`src/rtl/alu_seq.sv`:
```
// Registered, parametrised ALU with a START/BUSY/DONE handshake.
// Single-cycle ops complete in one edge; MUL runs a WIDTH-step shift-add sequence.
module alu_seq #(
  parameter int unsigned WIDTH = 8
) (
  input  logic             clk,
  input  logic             reset,
  input  logic             start,
  input  logic [3:0]       select,
  input  logic [WIDTH-1:0] data1,
  input  logic [WIDTH-1:0] data2,
  output logic [WIDTH-1:0] result,
  output logic             zero,
  output logic             neg,
  output logic             carry,
  output logic             busy,
  output logic             done
);

  localparam int unsigned SHW = $clog2(WIDTH);

  localparam logic [3:0] OpFwd = 4'b0000;
  localparam logic [3:0] OpAdd = 4'b0001;
  localparam logic [3:0] OpSub = 4'b0010;
  localparam logic [3:0] OpAnd = 4'b0011;
  localparam logic [3:0] OpOr  = 4'b0100;
  localparam logic [3:0] OpXor = 4'b0101;
  localparam logic [3:0] OpSll = 4'b0110;
  localparam logic [3:0] OpSrl = 4'b0111;
  localparam logic [3:0] OpSra = 4'b1000;
  localparam logic [3:0] OpRol = 4'b1001;
  localparam logic [3:0] OpRor = 4'b1010;
  localparam logic [3:0] OpMul = 4'b1011;

  typedef enum logic {StIdle, StMul} state_e;

  state_e               state_q, state_d;
  logic [WIDTH-1:0]     result_q, result_d;
  logic                 carry_q, carry_d;
  logic                 done_q, done_d;
  logic [2*WIDTH-1:0]   mcand_q, mcand_d;
  logic [WIDTH-1:0]     mplier_q, mplier_d;
  logic [2*WIDTH-1:0]   acc_q, acc_d;
  logic [SHW-1:0]       cnt_q, cnt_d;

  logic [SHW-1:0]       amt;
  logic [WIDTH:0]       ext_sum, ext_diff, ext_sll, ext_srl, ext_sra;
  logic [2*WIDTH-1:0]   rol_t, ror_t, acc_step;
  logic [WIDTH-1:0]     sc_res;
  logic                 sc_carry;

  assign amt = data2[SHW-1:0];

  // Shifts use one extra bit so the last bit shifted out lands in the carry position.
  always_comb begin
    ext_sum  = {1'b0, data1} + {1'b0, data2};
    ext_diff = {1'b0, data1} - {1'b0, data2};
    ext_sll  = {1'b0, data1} << amt;
    ext_srl  = {data1, 1'b0} >> amt;
    ext_sra  = $signed({data1, 1'b0}) >>> amt;
    rol_t    = {data1, data1} << amt;
    ror_t    = {data1, data1} >> amt;
    sc_res   = '0;
    sc_carry = 1'b0;
    case (select)
      OpFwd: sc_res = data2;
      OpAdd: {sc_carry, sc_res} = ext_sum;
      OpSub: {sc_carry, sc_res} = ext_diff;
      OpAnd: sc_res = data1 & data2;
      OpOr:  sc_res = data1 | data2;
      OpXor: sc_res = data1 ^ data2;
      OpSll: {sc_carry, sc_res} = ext_sll;
      OpSrl: {sc_res, sc_carry} = ext_srl;
      OpSra: {sc_res, sc_carry} = ext_sra;
      OpRol: sc_res = rol_t[2*WIDTH-1:WIDTH];
      OpRor: sc_res = ror_t[WIDTH-1:0];
      default: begin
        sc_res   = '0;
        sc_carry = 1'b0;
      end
    endcase
  end

  always_comb begin
    state_d  = state_q;
    result_d = result_q;
    carry_d  = carry_q;
    done_d   = 1'b0;
    mcand_d  = mcand_q;
    mplier_d = mplier_q;
    acc_d    = acc_q;
    cnt_d    = cnt_q;
    acc_step = acc_q + (mplier_q[0] ? mcand_q : '0);
    case (state_q)
      StIdle: begin
        if (start) begin
          if (select == OpMul) begin
            state_d  = StMul;
            mcand_d  = {{WIDTH{1'b0}}, data1};
            mplier_d = data2;
            acc_d    = '0;
            cnt_d    = '0;
          end else begin
            result_d = sc_res;
            carry_d  = sc_carry;
            done_d   = 1'b1;
          end
        end
      end
      StMul: begin
        acc_d    = acc_step;
        mcand_d  = mcand_q << 1;
        mplier_d = mplier_q >> 1;
        cnt_d    = cnt_q + SHW'(1);
        if (cnt_q == SHW'(WIDTH - 1)) begin
          state_d  = StIdle;
          result_d = acc_step[WIDTH-1:0];
          carry_d  = |acc_step[2*WIDTH-1:WIDTH];
          done_d   = 1'b1;
        end
      end
      default: state_d = StIdle;
    endcase
  end

  always_ff @(posedge clk or negedge reset) begin
    if (!reset) begin
      state_q  <= StIdle;
      result_q <= '0;
      carry_q  <= 1'b0;
      done_q   <= 1'b0;
      mcand_q  <= '0;
      mplier_q <= '0;
      acc_q    <= '0;
      cnt_q    <= '0;
    end else begin
      state_q  <= state_d;
      result_q <= result_d;
      carry_q  <= carry_d;
      done_q   <= done_d;
      mcand_q  <= mcand_d;
      mplier_q <= mplier_d;
      acc_q    <= acc_d;
      cnt_q    <= cnt_d;
    end
  end

  assign result = result_q;
  assign zero   = ~|result_q;
  assign neg    = result_q[WIDTH-1];
  assign carry  = carry_q;
  assign busy   = (state_q == StMul);
  assign done   = done_q;

endmodule

```
`config.mk`:
```
export PLATFORM = sky130hd
export DESIGN_NAME = alu_seq
export DESIGN_NICKNAME = d
export VERILOG_FILES = /design/src/rtl/alu_seq.sv
export SDC_FILE = /design/constraint.sdc
export NUM_CORES = 1
export LEC_CHECK = 0
export ABC_AREA = 1
export ABC_CLOCK_PERIOD_IN_PS = 6650
export CORE_MARGIN = 2
export CORE_UTILIZATION = 65
export DETAILED_ROUTE_END_ITERATION = 10
export PLACE_DENSITY = 0.87
export SLEW_MARGIN = 5
export SYNTH_ARGS = -nofsm -noshare
export SYNTH_HDL_FRONTEND = slang
export SYNTH_SLANG_ARGS = --single-unit
```
`constraint.sdc`:
```
create_clock -name clk -period 6.65 [get_ports clk]
set_input_delay 1.6625 -clock clk [delete_from_list [all_inputs] [get_ports clk]]
set_output_delay 1.6625 -clock clk [all_outputs]
set_load 0.01 [all_outputs]
```
==> impl_results.md <==
* Hold WC Path Type: register to register
* Post-Synth Simple-Gate Area at 38.6%
* Top_reg_cell synth: dfrtp_1
* Mapped Area at 0.00543 mm^2
* Leakage power at 3.30 nW
* CP Max Fanout at 26
* Via density at 6.08
* Worst-path clk slew at 0.10 ns
* Critical R2R Capture: carry$_DFFE_PN0P_
* Area delta synth->final at 8.50%
* GR Util met2 at 61.9%
* Max Root-Sink Buffers at 2
* Congestion Overflow GR at 0
* Pwr dens at 250 mW/mm^2
* Hold buffer count at cts at 0
* Mapped Cells at 879
* Syn Area/Cell at 6.18 um^2
* Post-synth EDFFs at 0
* Post-synth top cells: nand2_1, inv_1, nor2_1
* Post-Route Utilization at 72.1%
* DR DRC count at 0
* Largest family of logic cells by synthesized area: simple AND/OR/NAND/NOR gates
* Synth unique cells at 40
* Crit end category: register
* Inst Count DP at 998
* Clk Tree Root Cell: clkbuf_8
* Vias in the first global route at 5558
* Detail Route Antenna Nets at 0
* First-pass GRT wire length at 26500 um
* Synth area leaders: dfrtp_1, nand2_1, ha_1
* Max transition margin at 35.6%
* Vias post-DR at 6114
* Worst setup path end: result[4]$_DFFE_PN0P_
* Die Width at 95.4 um
* Layout net count at 970
* Ant diodes at 0
* Setup Buffers After CTS at 0
* Worst-margin pin slew at 0.965 ns
* Synthesized Nets at 949
* CP max-delay cell: clkdlybuf4s50_1
* GR Util met3 at 4.66%
* Post-synth top area share at 24.9%
* Status: finished clean
* RR Startpoint: mplier_q[0]$_DFFE_PN0P_
* Initial antenna violation count at 0
* Multiplexer share of the synthesized area at 0%
* CTS tree: built
* Number of fillers in the final layout at 728
* Kind of critical path: primary input to register
* Clock Latency Late Sink at 0.32 ns
* CTS sink count at 54
* Busiest grt layer: met2
* Crit path DAT at 4.76 ns
* GPL Wtd Cong at 1.04
* Setup_tns at 0 ns
* Pre-antenna DRT Iters at 6
* # IOs at 36
* Peak supply drop at 0.148 mV
* CP Data Required Time at 6.86 ns
* Max Freq at 220 MHz
* Max-cap violations at 0
* Inserted Clock Buffers at 5
* Clk_skew at 0.0102 ns
* DP HPWL at 13000 um
* R2R Setup Slk at 3.92 ns
* Starting Density at 66.4%
* Die ar. at 0.00910 mm^2
* DP Area at 0.00580 mm^2
* Largest net degree at the start of global routing at 55
* Average wire per standard cell at 16.6 um
* Fin. Hold Viols at 0
* Critical path's largest stage delay at 1.01 ns
* Core area at 0.00818 mm^2
* Non-filler instance count after layout at 1006
* Worst Reg2Reg Path Length in Cells at 16
* Std cell rows at 33
* Crit share post-route at 68.4%
* CP Launch Point: data2[1]
* Synth Area in Adders at 11.2%
* H-tree levels at 2
* Ratio of cells with drive above 1 in the final layout at 3.66%
* Met1 usage at 45.9%
* Yosys reg bits at 54
* Critical path launch point type: primary input
* WHS at 0.498 ns
* Compound-gate portion of the synthesized area at 14.6%
* Drt total wl at 16700 um
* Xor/xnor cell area share of the yosys netlist at 0.161%
* CTS resizes at 0
* Initial DRC count at 570
* Global Route Usage Sum at 37.7%
* Crit-path cells: clkdlybuf4s50_1, inv_1, fa_1, inv_1, nor2_1, o21ai_0, nand3_1, a21oi_1, nand2_1, a21oi_1, nor2_1
* Setup-failing EPs final at 0
* Max Slew Vio Count at 0
* Post-route cell area at 0.00589 mm^2
* Most numerous cell in the Yosys netlist: nand2_1
* I/O Buffers at 35
* Post-synth ARST share at 100%
* Period minus WS final at 4.55 ns
* RSZ-0062 raised after global routing: false
* Die Y at 95.4 um
* Sequential area share after synthesis at 24.9%
* Synth area leader: dfrtp_1
* Synth warn at 0
flip-flops by register name, indices dropped and copies added (netlist names):
signal / flops
cnt_q: 3
busy: 1
carry: 1
result: 8
done: 1
mcand_q: 16
acc_q: 16
mplier_q: 8
cells by family (layout without fill, tap and decap cells):
group / Yosys count / in the layout
and+or+nand+nor: 502 / 502
buffers and inverters: 141 / 163
AOI/OAI and AO/OA: 134 / 134
DFF: 54 / 54
adders and majority gates: 47 / 47
xor gates and xnor gates: 1 / 1
layout make-up:
type | instances | area (um^2) | share of cell area, %
Sequential cell | 54 | 1350 | 22.9
Inverter | 117 | 439 | 7.46
Clock buffer | 5 | 68.8 | 1.17
Clock inverter | 3 | 23.8 | 0.404
Multi-Input combinational cell | 684 | 3510 | 59.6
Tap cell | 105 | 131 | 2.23
Timing Repair Buffer | 38 | 368 | 6.24
worst min path at each step:
stage                               from                    to  slack [ns]  depth (start not counted)
floorplan           acc_q[3]$_DFFE_PN0P_  acc_q[3]$_DFFE_PN0P_        0.45                          2
global placement    acc_q[3]$_DFFE_PN0P_  acc_q[3]$_DFFE_PN0P_        0.47                          2
detailed placement  acc_q[3]$_DFFE_PN0P_  acc_q[3]$_DFFE_PN0P_        0.47                          2
CTS                 acc_q[3]$_DFFE_PN0P_  acc_q[3]$_DFFE_PN0P_        0.49                          2
global route        acc_q[6]$_DFFE_PN0P_  acc_q[6]$_DFFE_PN0P_        0.53                          1
finish              acc_q[3]$_DFFE_PN0P_  acc_q[3]$_DFFE_PN0P_        0.50                          2
routing by layer:
| layer | vias to the layer above | wire length [um] | part of all wire [%] |
|---|---|---|---|
| met5 | - | 0 | 0 |
| met2 | 364 | 7790 | 47 |
| met1 | 2783 | 6310 | 38 |
| met4 | 0 | 1120 | 6.7 |
| met3 | 96 | 1480 | 8.9 |
| li1 | 2871 | - | - |
worst max-delay path: cells and delay by family:
| family | cells | cell delay [ns] |
|---|---|---|
| fa+ha+maj | 1 | 0.61 |
| compound gates | 3 | 0.50 |
| buf+inv | 3 | 1.69 |
| simple gates | 4 | 0.27 |
metrics by stage:
stage / worst slack [ns] / power (mW)
after floorplan: 3.48 / 1.02
after global placement: 1.94 / 1.24
after detailed placement: 1.88 / 1.27
after CTS: 2.22 / 1.46
after global routing: 1.85 / 1.59
final: 2.10 / 1.47
cell usage in the layout, fill, tap and decap left out, drive strengths merged, types with 4 or more instances in the layout:
cell / instances
or2: 4
nand2: 328
a22o: 6
o21bai: 4
and2: 4
clkdlybuf4s50: 34
clkbuf: 5
dfrtp: 54
nor3: 4
ha: 44
buf: 4
nand3: 70
o211ai: 11
inv: 118
o221ai: 5
a21oi: 46
nand4: 11
nor2: 76
nand3b: 4
o21ai: 45
o22ai: 10
report_power, final:
group          switching, mW  total, mW  internal (mW)
clock                  0.118      0.193         0.0756
combinational          0.459      0.733          0.274
sequential            0.0991      0.548          0.448
total                  0.676       1.47          0.798
Power figures use the tool's default switching activity.
